## src/rtl/clb_cfg_loader.sv

```systemverilog
// clb_cfg_loader: bit-serial framed bitstream to addressed LUT config writes.
// Define CFG_CRC_EN to require and check a trailing XOR checksum byte per frame.
module clb_cfg_loader #(
  parameter int ADDR_W = 6,
  parameter int DATA_W = 8,
  parameter logic [7:0] SYNC_WORD = 8'hA5
) (
  input  logic              clk,
  input  logic              rst,
  input  logic              cfg_din,
  input  logic              cfg_dvalid,
  output logic              cfg_ready,
  input  logic              cfg_abort,
  output logic              wr_valid,
  input  logic              wr_ready,
  output logic [ADDR_W-1:0] wr_addr,
  output logic [DATA_W-1:0] wr_data,
  output logic              busy,
  output logic              done,
  output logic              err
);
  typedef enum logic [2:0] {HUNT, ADDR, COUNT, DATA, CHECK} state_t;
  state_t state_q, state_d;
  logic [DATA_W-1:0] shift_q, shift_d, sh_n, wr_data_q, wr_data_d;
  logic [2:0] cnt_q, cnt_d;
  logic [7:0] rem_q, rem_d;
  logic [ADDR_W-1:0] wr_addr_q, wr_addr_d;
  logic wr_valid_q, wr_valid_d, done_q, done_d, take, byte_done;
`ifdef CFG_CRC_EN
  logic [7:0] csum_q, csum_d;
  logic err_q, err_d;
  localparam state_t AFTER_DATA = CHECK;
  localparam logic CRC = 1'b1;
`else
  localparam state_t AFTER_DATA = HUNT;
  localparam logic CRC = 1'b0;
`endif
  assign cfg_ready = !wr_valid_q;
  assign take = cfg_dvalid && cfg_ready;
  assign sh_n = {shift_q[DATA_W-2:0], cfg_din};
  assign byte_done = take && cnt_q == 3'd7;
  assign wr_valid = wr_valid_q;
  assign wr_addr = wr_addr_q;
  assign wr_data = wr_data_q;
  assign done = done_q;
  assign busy = state_q != HUNT || wr_valid_q;
`ifdef CFG_CRC_EN
  assign err = err_q;
`else
  assign err = 1'b0;
`endif
  always_comb begin
    state_d = state_q;
    shift_d = take ? sh_n : shift_q;
    cnt_d = take && state_q != HUNT ? cnt_q + 3'd1 : cnt_q;
    rem_d = rem_q;
    wr_valid_d = wr_valid_q;
    wr_addr_d = wr_addr_q;
    wr_data_d = wr_data_q;
    done_d = 1'b0;
`ifdef CFG_CRC_EN
    err_d = 1'b0;
    csum_d = byte_done && state_q inside {ADDR, COUNT, DATA} ? csum_q ^ sh_n : csum_q;
`endif
    case (state_q)
      HUNT: if (take && sh_n == SYNC_WORD) begin
        state_d = ADDR;
        cnt_d = 3'd0;
`ifdef CFG_CRC_EN
        csum_d = 8'd0;
`endif
      end
      ADDR: if (byte_done) begin
        wr_addr_d = sh_n[ADDR_W-1:0];
        state_d = COUNT;
      end
      COUNT: if (byte_done) begin
        rem_d = sh_n;
        state_d = sh_n == 8'd0 ? AFTER_DATA : DATA;
        done_d = !CRC && sh_n == 8'd0;
      end
      DATA: if (byte_done) begin
        wr_valid_d = 1'b1;
        wr_data_d = sh_n;
      end else if (wr_valid_q && wr_ready) begin
        wr_valid_d = 1'b0;
        wr_addr_d = wr_addr_q + 1'b1;
        rem_d = rem_q - 8'd1;
        state_d = rem_q == 8'd1 ? AFTER_DATA : DATA;
        done_d = !CRC && rem_q == 8'd1;
      end
`ifdef CFG_CRC_EN
      CHECK: if (byte_done) begin
        done_d = sh_n == csum_q;
        err_d = sh_n != csum_q;
        state_d = HUNT;
      end
`endif
      default: ;
    endcase
    // abort beats a byte completing in the same cycle and drops any pending write
    if (cfg_abort) begin
      state_d = HUNT;
      wr_valid_d = 1'b0;
      cnt_d = 3'd0;
      shift_d = '0;
      done_d = 1'b0;
`ifdef CFG_CRC_EN
      err_d = 1'b0;
`endif
    end
  end
  always_ff @(posedge clk or posedge rst) begin
    if (rst) begin
      state_q <= HUNT;
      shift_q <= '0;
      cnt_q <= '0;
      rem_q <= '0;
      wr_valid_q <= 1'b0;
      wr_addr_q <= '0;
      wr_data_q <= '0;
      done_q <= 1'b0;
`ifdef CFG_CRC_EN
      csum_q <= '0;
      err_q <= 1'b0;
`endif
    end else begin
      state_q <= state_d;
      shift_q <= shift_d;
      cnt_q <= cnt_d;
      rem_q <= rem_d;
      wr_valid_q <= wr_valid_d;
      wr_addr_q <= wr_addr_d;
      wr_data_q <= wr_data_d;
      done_q <= done_d;
`ifdef CFG_CRC_EN
      csum_q <= csum_d;
      err_q <= err_d;
`endif
    end
  end
endmodule

```

## config.mk

```make
export PLATFORM = sky130hd
export DESIGN_NAME = clb_cfg_loader
export DESIGN_NICKNAME = d
export VERILOG_FILES = /design/src/rtl/clb_cfg_loader.sv
export SDC_FILE = /design/constraint.sdc
export NUM_CORES = 1
export LEC_CHECK = 0
export BUFFER_PORTS_ARGS = -buffer_cell sky130_fd_sc_hd__buf_2
export CORE_MARGIN = 5
export CORE_UTILIZATION = 40
export CTS_CLUSTER_DIAMETER = 80
export DETAILED_ROUTE_END_ITERATION = 10
export GPL_TIMING_DRIVEN = 0
export SYNTH_ARGS = -nofsm -noshare
export SYNTH_HDL_FRONTEND = slang
export SYNTH_SLANG_ARGS = --single-unit
```

## constraint.sdc

```tcl
create_clock -name clk -period 2.3 [get_ports clk]
set_clock_uncertainty 0.15 [all_clocks]
set_input_delay 0.69 -clock clk [delete_from_list [all_inputs] [get_ports clk]]
set_output_delay 0.69 -clock clk [all_outputs]
set_load 0.02 [all_outputs]
```

* After elaboration in Yosys (flattened, before gate mapping) *
Index checks and enable logic that the tools add are counted.

word-level totals
  flip-flop bits (word level) = 37
  output and inout bits = 19
  word-level logic and storage cells = 79

cells by class
  add/subtract/negate cells = 3
  eq/ne operators = 15
  muxes and demuxes = 32
  reduce and logical (&&, ||, !) cells = 21

operators by type and width
  cell                   count
  $mux W3                10
  $mux W8                3
  $mux W6                3
  $pmux W8 S2            1
  $ne A3 B3 Y1 const B   5
  $mux W7                2
  $pmux W3 S4            1
  $pmux W6 S2            1
  $eq A8 B1 Y1 const B   1
  $eq A8 B8 Y1 const B   1
  $logic_not A8 Y1       1
  $mux W1                8
  $ne A2 B2 Y1 const B   4
  $reduce_and A4 Y1      2
  $reduce_bool A2 Y1     4
  $sub A8 B1 Y8 const B  1
  $add A6 B1 Y6 const B  1
  $eq A3 B2 Y1 const B   2
  $reduce_and A6 Y1      1
  $reduce_bool A3 Y1     2
  $logic_and A1 B1 Y1    5
  $reduce_bool A5 Y1     1
  $mux W2                2
  $reduce_and A2 Y1      2
  7 further kinds        7

* Logic depth before layout (Yosys ltp) *
Gate-level depths: netlist of the first run.

  word-level depth = 7
  gate-level depth with buffers = 7
  mapped depth without buffers = 6

* Least setup slack after synthesis of the first run *
No wires, ideal clock.

  kind = flip-flop to flip-flop
  from = register cnt_q[0]
  to = register wr_addr_q[2] (netlist: wr_addr[2])
  setup time = 104 ps
  arrival time = 1,688 ps
  required time = 2,046 ps
  setup slack = 358 ps
  stages on the path, launching flop included = 8
  period minus slack after synthesis = 1,942 ps
  cell sequence = dfrtp_1 > ha_1 > ha_1 > and4bb_2 > a21oi_1 > buf_2 > o21ai_0 > a221oi_1

between the ends
  cells in the longest elaborated chain, start to end = 4

ends and longest elaborated chain
  element                          line  source
  start: declaration               25    logic [2:0] cnt_q, cnt_d;
  start signal: assignment         130   cnt_q <= cnt_d;
  $eq A3 B3 Y1 (*)                 41    assign byte_done = take && cnt_q == 3'd7;
  $logic_and A1 B1 Y1 (*)          41
  $ne A2 B2 Y1 (no line)           -
  $reduce_and A4 Y1 (no line) (*)  -
  end signal: assignment           133   wr_addr_q <= wr_addr_d;
  end: declaration                 27    logic [ADDR_W-1:0] wr_addr_q, wr_addr_d;

Every way passes the cells marked *; elsewhere a longest branch is shown, timed or not.
A chain may end at the register's enable or synchronous reset.

* Final worst setup path of the first run *
  from = register state_q[1]
  to = output port busy

between the ends
  cells in the longest elaborated chain, start to end = 2

ends and longest elaborated chain
  element                   line  source
  start: declaration        23    state_t state_q, state_d;
  start signal: assignment  128   state_q <= state_d;
  $reduce_bool A3 Y1        46    assign busy = state_q != HUNT || wr_valid_q;
  $logic_or A1 B1 Y1        46
  end: declaration          18    output logic busy,

Every way passes these cells.

==> results of run 1 <==
[synth_stat cells (all sizes together)]
master,count
nor2,9
a31oi,1
nand3,7
o2bb2a,1
o311ai,1
o22ai,7
nor2b,3
o21ai,13
clkbuf,4
a221oi,4
or4,1
nand4,2
nor4b,1
and3,1
conb,1
nand2,31
o211ai,1
buf,5
nand3b,1
and4b,1
o31ai,2
a21o,2
nor3b,2
ha,9
a211oi,1
and4bb,1
a21oi,19
mux2,8
o22a,4
o41ai,1
xnor2,1
a211o,1
a311oi,1
dfrtp,36
mux2i,1
nor4,1
nand4b,1
a22oi,1
nor3,3
or2,6
inv,12
nand2b,3
[how the worst min path moves through the flow]
stage | depth (start not counted) | to | startpoint | slack, ps
6_report | 1 | wr_data[1] | wr_data[1] | 360
5_1_grt | 1 | wr_addr[5] | wr_addr[5] | 390
4_1_cts | 1 | wr_data[4] | wr_data[4] | 370
3_5_place_dp | 1 | wr_data[5] | wr_data[5] | 340
3_3_place_gp | 1 | wr_data[0] | wr_data[0] | 340
2_1_floorplan | 2 | rem_q[6] | rem_q[6] | 340
[cell usage in the layout, fill, tap and decap left out, types with 2 or more instances in the layout]
cell and count:
sky130_fd_sc_hd__clkbuf_1 4, sky130_fd_sc_hd__clkbuf_8 5, sky130_fd_sc_hd__nor2_1 9, sky130_fd_sc_hd__nand2b_1 3, sky130_fd_sc_hd__or2_2 6, sky130_fd_sc_hd__o22ai_1 7
sky130_fd_sc_hd__buf_2 25, sky130_fd_sc_hd__o22a_1 4, sky130_fd_sc_hd__nand3_1 6, sky130_fd_sc_hd__buf_4 2, sky130_fd_sc_hd__ha_1 8, sky130_fd_sc_hd__a221oi_1 3
sky130_fd_sc_hd__dfrtp_1 36, sky130_fd_sc_hd__clkinvlp_4 2, sky130_fd_sc_hd__inv_1 11, sky130_fd_sc_hd__nor3_1 3, sky130_fd_sc_hd__nand4_1 2, sky130_fd_sc_hd__nand2_1 31
sky130_fd_sc_hd__a21oi_1 17, sky130_fd_sc_hd__a21oi_2 2, sky130_fd_sc_hd__a21o_1 2, sky130_fd_sc_hd__o21ai_0 13, sky130_fd_sc_hd__nor3b_1 2, sky130_fd_sc_hd__nor2b_1 3
sky130_fd_sc_hd__mux2_2 8
[through the flow]
| stage | cell area, sq um | power [mW] | setup slack, ps | hold slack [ps] |
|---|---|---|---|---|
| after global placement | 2198 | 0.8776 | -13.96 | 335.2 |
| after floorplan | 1999 | 0.8335 | 358.2 | 336.0 |
| after global routing | 2305 | 1.413 | 7.837 | 391.3 |
| final | 2305 | 1.337 | 100.3 | 361.4 |
| after CTS | 2291 | 1.351 | 6.403 | 366.1 |
| after detailed placement | 2198 | 0.8813 | -40.32 | 338.2 |
[registers in the layout, indices dropped and copies added, names as in the netlist]
signal    count
state_q       2
cnt_q         3
wr_addr       6
done          1
wr_data       8
shift_q       7
wr_valid      1
rem_q         8
[layer usage]
| metal | GRT usage | share of wire | up-vias |
|---|---|---|---|
| met4 | 0.04730 | 0.0073 | 0 |
| met1 | 0.2127 | 0.47 | 792 |
| met2 | 0.2434 | 0.46 | 46 |
| li1 | - | - | 813 |
| met3 | 0.04260 | 0.055 | 4 |
| met5 | 0 | 0 | - |
[critical path, stage by stage, from the launching register on]
cell	delay, ps
sky130_fd_sc_hd__dfrtp_1	420
sky130_fd_sc_hd__inv_1	140
sky130_fd_sc_hd__ha_2	290
sky130_fd_sc_hd__nand2_1	70
sky130_fd_sc_hd__buf_2	150
[kinds of logic (layout without fill, tap and decap cells)]
| family | count (synthesis) | in the layout | synth area share |
|---|---|---|---|
| AND/OR/NAND/NOR | 74 | 74 | 0.1871 |
| adder cells (fa/ha/maj) | 9 | 9 | 0.05632 |
| other | 1 | 1 | 0.001876 |
| XOR/XNOR | 1 | 1 | 0.004381 |
| AO/OA/AOI/OAI | 60 | 60 | 0.2065 |
| buffers and inverters | 21 | 52 | 0.04317 |
| multiplexers | 9 | 9 | 0.05006 |
| flip-flops | 36 | 36 | 0.4506 |
[layout make-up]
| class | count | area, sq um | share of cell area |
|---|---|---|---|
| Clock inverter | 3 | 23.77 | 0.01031 |
| Sequential cell | 36 | 900.9 | 0.3909 |
| Multi-Input combinational cell | 154 | 1023 | 0.4441 |
| Tap cell | 67 | 83.83 | 0.03637 |
| Inverter | 12 | 45.04 | 0.01954 |
| Timing Repair Buffer | 23 | 115.1 | 0.04995 |
| Buffer | 9 | 43.79 | 0.01900 |
| Clock buffer | 5 | 68.82 | 0.02986 |
[where the power goes]
part	switching (mW)	leakage, nW	internal [mW]
registers	0.0163	0.476	0.644
clock network	0.251	0.0404	0.215
logic	0.126	0.576	0.0852
total	0.393	1.09	0.944
[timing repair]
item / 4_1_cts / 5_1_grt
resized for setup: 0 / 5
setup endpoints to repair: 0 / 10
hold endpoints to repair: 0 / 0
==> Implementation_results.wiki, run 1 <==
{| class="wikitable"
! Metric !! Value
|-
| Number of buffers inserted by port buffering || 23
|-
| FMAX || about 450 MHz
|-
| Number of instances in the synthesized netlist || 211
|-
| Per-instance average area after synthesis || 9.476 sq um
|-
| Number of antenna violations at the first check in global routing || 0
|-
| Final WL || 4632 um
|-
| Final number of max-transition violations || 0
|-
| Total grt overflow || 0
|-
| I/O pin total || 25
|-
| Via count || 1655
|-
| Unique cell type count in the Yosys netlist || 47
|-
| CP Data Arrival Time || ~1400 ps
|-
| Number of maximum-capacitance violations || 0
|-
| Starting DRT DRC Count || approximately 130
|-
| Routed via count divided by cell count || between 5 and 6
|-
| DIE WIDTH || between 80 and 90 um
|-
| CTS tree || done
|-
| Portion of synthesized cell area occupied by the leading cell type || 0.4506
|-
| Setup-violating endpoint count in the final report || 0
|-
| Maximum buffer depth of the clock tree || 2
|-
| Setup TNS || 0 ps
|-
| Part of the Yosys area used for sequential elements || 0.4506
|-
| Crit path kind || register to output port
|-
| Post-synthesis sequential element count || 36
|-
| Max FO, Critical Path || 7
|-
| Required time of the critical path || 1460 ps
|-
| Clock Sinks || 36
|-
| Crit start category || register
|-
| Leak Pwr || 1.093 nW
|-
| Post-route clock period utilization || 0.9564
|-
| CP Launch Point || state_q[1]
|-
| Slew of the pin with the lowest slew margin || 753.8 ps
|-
| Power per cell area || 580.3 nW/um^2
|-
| Reg2reg start || state_q[0]
|-
| Path type of the worst min-delay path || register to register
|-
| Root Buffer || sky130_fd_sc_hd__clkbuf_8
|-
| Worst slew slack as a fraction of its limit || 0.4967
|-
| VDD IR max || ~360 uV
|-
| Number of hold buffers added after CTS || 0
|-
| Area of the core || 4786 sq um
|-
| Endpoint of the most critical register-to-register path || rem_q[1]
|-
| Number of warning messages in the yosys log || 0
|-
| Detail-routed net length per standard cell || 14.99 um
|-
| Depth of the CTS H-tree || 2
|-
| CTS Buf Count || 5
|-
| Antenna Cells || 0
|-
| Row count || 25
|-
| Post-synth net total || 226
|-
| Post-Synthesis Cell Area || 1999 sq um
|-
| Fillers || 486
|-
| Core Util, Final || 0.4816
|-
| Post-layout min period || approximately 2200 ps
|-
| Initial DRT Pass Iterations || 5
|-
| Minimum setup slack among reg-to-reg paths || 130 ps
|-
| Leading area contributor after synthesis || sky130_fd_sc_hd__dfrtp_1
|-
| Layout overhead on the synthesized area || 15.27%
|-
| Effective utilization at floorplan || 0.4178
|-
| Crit end category || output port
|-
| Termination of the worst setup path || busy
|-
| DRC violation count after routing || 0
|-
| Post-route non-filler standard cell count || between 300 and 400
|-
| Tot GR Track Use || 0.1566
|-
| Area of the die || 6512 sq um
|-
| Die height || 80.70 um
|-
| Area contributors post-synth || sky130_fd_sc_hd__dfrtp_1 45%, sky130_fd_sc_hd__nand2_1 5.8%, sky130_fd_sc_hd__ha_1 5.6%
|-
| Placed instance count || 301
|-
| Total count of hold-check failures in the final report || 0
|-
| Antenna Violating Nets Remaining || 0
|-
| Number of global-route vias before repair || 1633
|-
| Unrepaired setup endpoints after global routing || no
|-
| HPWL after detailed placement || 3240 um
|-
| Run status || completed
|-
| Clock edge transition at the registers on the reported setup and hold paths || 80 ps
|-
| First-pass GRT wire length || 7907 um
|-
| Worst reg-to-reg path cell count || 6
|-
| Final Net Count || 256
|-
| Skew-Pair Late Insertion Delay || 290 ps
|-
| Setup Buffers After CTS || 0
|-
| Routability-driven placement congestion ratio || 0.7877
|-
| Proportion of layout cells with a drive suffix above 1 || 0.2397
|-
| Maximum number of pins on one net before global-route repair || 37
|}
No activity file was read; power rests on OpenSTA's default activity.
==> run 2: changes to the inputs <==
Clock period 2.3 ns to 2.2 ns, I/O delays scaled along.
==> Implementation_results.wiki, run 2 (synthesis results as in run 1) <==
{| class="wikitable"
! Metric !! Value
|-
| Power per cell area || 608.0 nW/um^2 (+4.8%)
|-
| Layout overhead on the synthesized area || 16.15%
|-
| Max FO, Critical Path || 7 (unchanged)
|-
| Crit path kind || register to output port
|-
| Commonest cells after routing, fill and taps aside || 36 x sky130_fd_sc_hd__dfrtp_1, 31 x sky130_fd_sc_hd__nand2_1, 25 x sky130_fd_sc_hd__buf_2
|-
| Die height || 80.70 um (unchanged)
|-
| I/O pin total || 25 (unchanged)
|-
| Post-layout min period || 2118 ps
|-
| HPWL after detailed placement || 3240 um (unchanged)
|-
| Crit end category || output port
|-
| Row count || 25 (unchanged)
|-
| Detail-routed net length per standard cell || 15.05 um (+0.41%)
|-
| Total grt overflow || 0 (unchanged)
|-
| Run status || completed
|-
| Effective utilization at floorplan || 0.4178 (unchanged)
|-
| DRC violation count after routing || 0 (unchanged)
|-
| Final number of max-transition violations || 0 (unchanged)
|-
| Routability-driven placement congestion ratio || 0.7877 (unchanged)
|-
| Unrepaired setup endpoints after global routing || yes
|-
| Skew-Pair Late Insertion Delay || 290 ps (about the same)
|-
| Clock edge transition at the registers on the reported setup and hold paths || 80 ps (about the same)
|-
| Worst slew slack as a fraction of its limit || 0.4888 (-0.007955)
|-
| Slew of the pin with the lowest slew margin || 765.7 ps (+11.92 ps)
|-
| Setup TNS || 0 ps (unchanged)
|-
| Proportion of layout cells with a drive suffix above 1 || 0.2479 (+0.008264)
|-
| Path type of the worst min-delay path || input pin to asynchronous set/reset pin
|-
| Initial DRT Pass Iterations || 6 (+1)
|-
| Maximum number of pins on one net before global-route repair || 37 (unchanged)
|-
| Tot GR Track Use || 0.1571 (+0.0004710)
|-
| FMAX || approximately 470 MHz
|-
| CTS tree || done
|-
| Number of global-route vias before repair || 1627 (-0.37%)
|-
| DIE WIDTH || 80.70 um (unchanged)
|-
| Required time of the critical path || 1390 ps (-70 ps)
|-
| Number of buffers inserted by port buffering || 23 (unchanged)
|-
| VDD IR max || 378.4 uV (+5.4%)
|-
| Crit start category || register
|-
| Setup-violating endpoint count in the final report || 0 (unchanged)
|-
| Clock Sinks || 36 (unchanged)
|-
| Crit path cell chain || inv_1 -> ha_4 -> nand2_1 -> buf_2
|-
| Min Hold Slack || 350.7 ps (-10.70 ps)
|-
| First-pass GRT wire length || 7928 um (+0.27%)
|-
| Post-route clock period utilization || 0.9629
|-
| Cell type of the slowest stage on the worst timing path || sky130_fd_sc_hd__dfrtp_1
|-
| CP Data Arrival Time || 1310 ps (-50 ps)
|-
| Most common cell after layout, fill and taps aside || sky130_fd_sc_hd__dfrtp_1
|-
| Depth of the CTS H-tree || 2 (unchanged)
|-
| Final WL || 4651 um (+0.41%)
|-
| Antenna Cells || 0 (unchanged)
|-
| Number of antenna violations at the first check in global routing || 0 (unchanged)
|-
| Root Buffer || sky130_fd_sc_hd__clkbuf_8
|-
| Via count || 1649 (-0.36%)
|-
| CP peak stage delay || 430 ps (about the same)
|-
| Leak Pwr || 1.099 nW (+0.58%)
|-
| Starting DRT DRC Count || 115 (-10%)
|-
| Routed via count divided by cell count || 5.337 (-0.36%)
|-
| Fillers || 484 (-0.41%)
|-
| Maximum buffer depth of the clock tree || 2 (unchanged)
|-
| CTS Buf Count || 5 (unchanged)
|-
| Area of the die || 6512 sq um (unchanged)
|-
| Final Net Count || 256 (unchanged)
|-
| Total count of hold-check failures in the final report || 0 (unchanged)
|-
| Antenna Violating Nets Remaining || 0 (unchanged)
|-
| Area of the core || 4786 sq um (unchanged)
|-
| Number of maximum-capacitance violations || 0 (unchanged)
|}
run 2: per-stage QoR:
| stage | instances | cell area, sq um | worst slack (ps) | power, mW | util |
|---|---|---|---|---|---|
| CTS | 309 | 2301 | 12.50 | 1.416 | 0.4808 |
| detailed placement | 301 | 2198 | -110.3 | 0.9213 | 0.4593 |
| floorplan | 211 | 1999 | 258.2 | 0.8713 | - |
| global route | 309 | 2322 | -3.566 | 1.492 | 0.4852 |
| finish | 309 | 2322 | 81.61 | 1.412 | 0.4852 |
| global placement | 301 | 2198 | -83.96 | 0.9175 | 0.4593 |
run 2: final cells by class:
type / count / area (sq um) / area share
plain buffers: 9 / 48.80 / 0.02101
clock buffers: 5 / 68.82 / 0.02963
repair buffers: 23 / 115.1 / 0.04957
flip-flops and latches: 36 / 900.9 / 0.3879
clock inverters: 3 / 23.77 / 0.01024
inverters: 12 / 45.04 / 0.01940
multi-input cells: 154 / 1036 / 0.4461
well taps: 67 / 83.83 / 0.03610
run 2: worst max-delay path, delay by kind of cell, from the launching register on:
| family | cells | cell delay [ps] |
|---|---|---|
| DFF | 1 | 430 |
| buffers and inverters | 2 | 320 |
| adders and majority gates | 1 | 210 |
| and+or+nand+nor | 1 | 60 |
run 2: final timing paths:
check / startpoint / to / slack (ps) / depth (start not counted)
worst max-delay path: state_q[0] / busy / 80 / 4
worst max register to register: cnt_q[0] / wr_addr[2] / 130 / 7
min in group clk: wr_data[1] / wr_data[1] / 360 / 1
worst min register to register: wr_data[1] / wr_data[1] / 360 / 1
worst min-delay path: rst / wr_data[4] / 350 / 2
max in group asynchronous: rst / state_q[1] / 1060 / 2
run 2: per-layer routing:
| metal | track usage | wire length (um) |
|---|---|---|
| met2 | 0.2450 | 2145 |
| met1 | 0.2141 | 2264 |
| met3 | 0.04260 | 209 |
| met4 | 0.04392 | 31 |
| met5 | 0 | 0 |
run 2: repair_timing:
item,4_1_cts,5_1_grt
buffers inserted,0,0
hold buffers,0,0
endpoints found under the setup margin,10,14
gates resized for setup,3,5
run 2: report_power, final:
part | total [mW] | switching [mW] | leakage (nW) | internal (mW)
logic | 0.235 | 0.137 | 0.583 | 0.0980
registers | 0.691 | 0.0172 | 0.476 | 0.674
clock network | 0.486 | 0.262 | 0.0404 | 0.224
